===== src/rtl/cp0_pkg.sv =====
// ============================================================================
// Module   : cp0_pkg
// Purpose  : CP0 register indices, SR/Cause bit positions and PRId default.
// Revision : 1.0
// ============================================================================
`default_nettype none

package cp0_pkg;

  localparam int          C_XLEN          = 32;

  localparam logic [4:0]  C_REG_COUNT     = 5'd9;
  localparam logic [4:0]  C_REG_COMPARE   = 5'd11;
  localparam logic [4:0]  C_REG_SR        = 5'd12;
  localparam logic [4:0]  C_REG_CAUSE     = 5'd13;
  localparam logic [4:0]  C_REG_EPC       = 5'd14;
  localparam logic [4:0]  C_REG_PRID      = 5'd15;

  localparam int          C_BIT_IE        = 0;
  localparam int          C_BIT_EXL       = 1;
  localparam int          C_IM_LSB        = 10;
  localparam int          C_IM_MSB        = 15;

  localparam logic [31:0] C_PRID_DEFAULT  = 32'h0000_0001;

  typedef struct packed {
    logic [5:0] im;
    logic       exl;
    logic       ie;
  } sr_t;

  // Place the implemented SR fields at their architectural bit positions.
  function automatic logic [31:0] sr_word(input sr_t s);
    logic [31:0] w;
    w                    = '0;
    w[C_IM_MSB:C_IM_LSB] = s.im;
    w[C_BIT_EXL]         = s.exl;
    w[C_BIT_IE]          = s.ie;
    return w;
  endfunction

endpackage

`default_nettype wire


===== src/rtl/cp0_timer.sv =====
// ============================================================================
// Module   : cp0_timer
// Purpose  : Count/Compare pair with sticky timer interrupt flag TI.
// Revision : 1.0
// ============================================================================
`default_nettype none

module cp0_timer
  import cp0_pkg::*;
(
  input  logic              clk,
  input  logic              rst,
  input  logic              we_count,
  input  logic              we_compare,
  input  logic [C_XLEN-1:0] din,
  output logic [C_XLEN-1:0] count,
  output logic [C_XLEN-1:0] compare,
  output logic              ti
);

  logic [C_XLEN-1:0] r_count;
  logic [C_XLEN-1:0] r_compare;
  logic              r_ti;

  always_ff @(posedge clk or posedge rst) begin
    if (rst) begin
      r_count   <= '0;
      r_compare <= '0;
      r_ti      <= 1'b0;
    end else begin
      r_count <= we_count ? din : r_count + 1'b1;
      if (we_compare)
        r_compare <= din;
      // Clearing through a Compare write wins over a same-edge match.
      if (we_compare)
        r_ti <= 1'b0;
      else if ((r_count == r_compare) && (r_compare != '0))
        r_ti <= 1'b1;
    end
  end

  assign count   = r_count;
  assign compare = r_compare;
  assign ti      = r_ti;

endmodule

`default_nettype wire


===== src/rtl/cp0_unit.sv =====
// ============================================================================
// Module   : cp0_unit
// Purpose  : CP0 register file (SR, Cause, EPC, PRId) and interrupt gate.
//            Optional Count/Compare timer when CP0_TIMER_EN is defined.
// Revision : 1.0
// ============================================================================
`default_nettype none

module cp0_unit
  import cp0_pkg::*;
#(
  parameter logic [31:0] PRID = C_PRID_DEFAULT
) (
  input  logic        clk,
  input  logic        rst,
  input  logic [4:0]  a_sel,
  input  logic [31:0] din,
  input  logic        we,
  input  logic [31:0] pc,
  input  logic [5:0]  hw_int,
  input  logic        exl_set,
  input  logic        exl_clr,
  output logic [31:0] dout,
  output logic [31:0] epc,
  output logic        irq
);

  sr_t         r_sr;
  logic [5:0]  r_ip;
  logic [31:0] r_epc;

  logic        w_wr_sr;
  logic        w_wr_epc;
  logic        w_ti;
  logic [31:0] w_count;
  logic [31:0] w_compare;
  logic        w_unused_pc;

  assign w_wr_sr     = we && (a_sel == C_REG_SR);
  assign w_wr_epc    = we && (a_sel == C_REG_EPC);
  assign w_unused_pc = &{1'b0, pc[1:0]};

`ifdef CP0_TIMER_EN
  cp0_timer u_timer (
    .clk        (clk),
    .rst        (rst),
    .we_count   (we && (a_sel == C_REG_COUNT)),
    .we_compare (we && (a_sel == C_REG_COMPARE)),
    .din        (din),
    .count      (w_count),
    .compare    (w_compare),
    .ti         (w_ti)
  );
`else
  assign w_ti      = 1'b0;
  assign w_count   = '0;
  assign w_compare = '0;
`endif

  always_ff @(posedge clk or posedge rst) begin
    if (rst) begin
      r_sr  <= '0;
      r_ip  <= '0;
      r_epc <= '0;
    end else begin
      r_ip <= {hw_int[5] | w_ti, hw_int[4:0]};
      if (w_wr_sr) begin
        r_sr.im <= din[C_IM_MSB:C_IM_LSB];
        r_sr.ie <= din[C_BIT_IE];
      end
      // Exception entry dominates return, which dominates a software write.
      if (exl_set)
        r_sr.exl <= 1'b1;
      else if (exl_clr)
        r_sr.exl <= 1'b0;
      else if (w_wr_sr)
        r_sr.exl <= din[C_BIT_EXL];
      if (exl_set)
        r_epc <= {pc[31:2], 2'b00};
      else if (w_wr_epc)
        r_epc <= din;
    end
  end

  assign irq = r_sr.ie & ~r_sr.exl & (|(r_ip & r_sr.im));
  assign epc = r_epc;

  always_comb begin
    dout = '0;
    case (a_sel)
      C_REG_COUNT:   dout = w_count;
      C_REG_COMPARE: dout = w_compare;
      C_REG_SR:      dout = sr_word(r_sr);
      C_REG_CAUSE:   dout[C_IM_MSB:C_IM_LSB] = r_ip;
      C_REG_EPC:     dout = r_epc;
      C_REG_PRID:    dout = PRID;
      default:       dout = '0;
    endcase
  end

endmodule

`default_nettype wire


===== config.mk =====
export PLATFORM = sky130hd
export DESIGN_NAME = cp0_unit
export DESIGN_NICKNAME = d
export VERILOG_FILES = /design/src/rtl/cp0_pkg.sv /design/src/rtl/cp0_timer.sv /design/src/rtl/cp0_unit.sv
export SDC_FILE = /design/constraint.sdc
export NUM_CORES = 1
export LEC_CHECK = 0
export ABC_AREA = 1
export CORE_MARGIN = 2
export CORE_UTILIZATION = 39
export DETAILED_ROUTE_END_ITERATION = 10
export HOLD_SLACK_MARGIN = 0.12
export PLACE_DENSITY = 0.81
export SLEW_MARGIN = 20
export SYNTH_ARGS = -nofsm -noshare
export SYNTH_HDL_FRONTEND = slang
export SYNTH_SLANG_ARGS = --single-unit

===== constraint.sdc =====
create_clock -name clk -period 1.7 [get_ports clk]
set_input_delay 0.34 -clock clk [delete_from_list [all_inputs] [get_ports clk]]
set_output_delay 0.34 -clock clk [all_outputs]
set_load 0.01 [all_outputs]

==> results.yml <==
outcome:
  status: "finished, final reports clean"
placed_design:
  gp_congestion: 0.878
  hpwl_um: 5890
  dp_cells: 599
  portBuffers: 142
drt:
  wl_um: 7830
  drt-vias-per-instance: 4.81
  drt-initial-drc-count: 103
  dr.pass1.iters: 4
  num_vias: 2933
  drc: 0
  ant_nets: 0
  wire_per_inst_um: 12.8
worst_setup_path:
  cp_num_buf_inv: 4
  reg2reg_from: "r_sr[1]"
  crit_path_cell_trace: "clkdlybuf4s15_1 -> nand2_2 -> nor2_4 -> buf_6 -> buf_6 -> nand2_1 -> o21ai_0 -> buf_2"
  worstSetupPathType: "input port to output pin"
  critPathMaxStageDelay_ns: 0.25
  cp_max_fo: 4
  critPathCaptureType: "output pin"
  crit_family: "buffers and inverters"
  cp_common_cell: "buf_6"
  start_kind: "input port"
  required_ns: 1.36
  arrival_ns: 1.30
  cp_slowest_cell: "clkdlybuf4s15_1"
  cp-startpoint: "a_sel[1]"
clock_tree:
  cts.sinks: 46
  cts_htree_levels: 2
  numCtsBuffers: 5
  root_buffer: "clkbuf_8"
  clockBufferDepth: 2
  clk_pin_slew_ns: 0.08
  worstSkewPairLatency_ns: 0.29
  cts_tree: "done"
power_and_ir_drop:
  switchingPower_uw: 779
  p_int_mw: 1.92
  power_mw: 2.70
  vdd_drop_max_v: 0.000395
  p_per_area_nw_per_um2: 650
  p_sw_share_pct: 28.9
  p_leak_nw: 2.20
  p_clk_share_pct: 22.9
  p_comb_share_pct: 28.2
  seq_power_share_pct: 48.9
synth:
  ys_types: 21
  synthCells: 380
  ys_warn_count: 0
  synthesis.area_um2: 2590
  syn-num-nets: 460
  synth_area_per_cell_um2: 6.81
  seq_area_frac_synth_pct: 44.5
  synth-seq-cells: 46
cells_and_area:
  final_util_pct: 65.0
  antenna_cells: 0
  layout-drive-gt1-share_pct: 15.4
  fin_cells: 610
  area_growth_syn_to_layout_pct: 60.4
  nFillCells: 593
  nNetsFinal: 613
timing:
  slew_headroom_pct: 81.2
  drv_slew: 0
  worst_pin_slew_ns: 0.280
  hold_violations: 0
  period_needed_ns: 1.64
  rsz0062_at_grt: "no"
  setup_violations: 0
  fmax_ghz: 0.610
  finalCritPeriodShare_pct: 96.5
  skew_ns: 0
global_routing:
  grt_max_degree: 47
  grt_pass1_wl_um: 13100
  grt_usage_pct: 22.3
  grt_pass1_vias: 2869
  grt-ovfl-total: 0
  grt_antenna_before_repair: 0
floorplanning:
  rows: 29
  die_width_um: 85.4
  die_h_um: 85.4
  initial_utilization_pct: 40.5
  ios: 145
  coreArea_um2: 6390
  fp.dieArea_um2: 7300
worst_hold_path:
  hp-class: "input port to asynchronous set/reset pin"
job:
  maxCapViolations: 0
-- flip-flops by register name, summed over array words and instances, names as in the netlist --
name / count
epc: 32
r_ip: 6
r_sr: 8
-- power groups by stage --
stage | Clock, mW | Combinational (mW) | Sequential [mW]
final | 0.618 | 0.761 | 1.32
after global routing | 0.687 | 0.844 | 1.33
after CTS | 0.640 | 0.765 | 1.32
after detailed placement | 0 | 0.768 | 1.34
after global placement | 0 | 0.752 | 1.33
after floorplan | 0 | 0.287 | 1.34
-- worst min-delay path, stage by stage --
cell and delay, ns:
clkdlybuf4s50_1 0.41, inv_2 0.07, buf_12 0.23
-- cell usage after synthesis --
cell | count | area share [%]
nand2_2 | 1 | 0.24
inv_2 | 1 | 0.14
nor2_1 | 29 | 4.2
buf_2 | 9 | 1.7
nand2_1 | 164 | 24
clkinv_1 | 1 | 0.14
nand3_2 | 1 | 0.39
inv_1 | 39 | 5.7
nor2_2 | 1 | 0.24
buf_6 | 5 | 2.2
nand3_4 | 1 | 0.68
dfrtp_1 | 46 | 45
nand4_1 | 3 | 0.73
nor3_1 | 2 | 0.39
clkbuf_1 | 5 | 0.73
nor2_4 | 1 | 0.44
o21ai_1 | 7 | 1.4
buf_1 | 1 | 0.14
nand3_1 | 54 | 10
o211ai_1 | 1 | 0.29
o21ai_0 | 8 | 1.5
-- metal layers --
metal	vias up	track usage (%)	routed length (µm)
li1	1470	-	-
met1	1343	27.5	3200
met2	116	39.6	4010
met3	4	5.16	555
met4	0	4.91	55
met5	-	0	0
-- what timing repair did --
action,in CTS,in global routing
setup endpoints to repair,33,25
gates resized for setup,143,17
pin swaps,3,1
hold buffers,0,0
setup buffers,4,0
-- metrics by stage --
stage	hold WS, ns	cell area [µm²]	setup slack (ns)	TNS, ns
6_report	0.389	4150	0.0600	0
5_1_grt	0.423	4150	0.0101	0
4_1_cts	0.401	4150	0.0154	0
3_5_place_dp	0.497	4170	-0.665	-26.46
3_3_place_gp	0.491	4170	-0.588	-23.99
2_1_floorplan	0.371	2590	0.231	0
-- cell usage in the layout (no fill, tap or decap), drive strengths merged --
| master | synthesis | routed |
|---|---|---|
| nand4 | 3 | 3 |
| o211ai | 1 | 1 |
| nor3 | 2 | 2 |
| buf | 15 | 55 |
| nor2 | 31 | 31 |
| o21ai | 15 | 15 |
| clkinv | 1 | 2 |
| dfrtp | 46 | 46 |
| dlygate4sd2 | 0 | 1 |
| inv | 40 | 41 |
| clkbuf | 5 | 10 |
| nand2 | 165 | 165 |
| nand3 | 56 | 56 |
| clkdlybuf4s50 | 0 | 104 |
| clkdlybuf4s15 | 0 | 1 |
-- cell families (layout without fill, tap and decap cells) --
logic type | count (synthesis) | count (layout) | share of synthesized area [%]
AND/OR/NAND/NOR | 257 | 257 | 41.6
flip-flops | 46 | 46 | 44.5
AO/OA/AOI/OAI | 16 | 16 | 3.19
buffers and inverters | 61 | 214 | 10.7
-- path summary, 6_finish.rpt --
path	to	slack (ns)	depth (start not counted)
min	epc[23]	0.39	3
max reg2reg	r_sr[1]	0.95	4
max in group asynchronous	epc[16]	1.09	3
min reg2reg	r_sr[0]	0.51	2
max	dout[1]	0.06	8
min in group clk	r_ip[5]	0.48	1
-- area by class of cell --
class	count	area, µm²	share of cell area [%]
Clock inverter	2	10.0	0.241
Timing Repair Buffer	166	1480	35.6
Sequential cell	46	1150	27.7
Tap cell	77	96.3	2.32
Inverter	41	161	3.89
Clock buffer	5	68.8	1.66
Multi-Input combinational cell	273	1180	28.6
(Power assumes the default switching activity.)
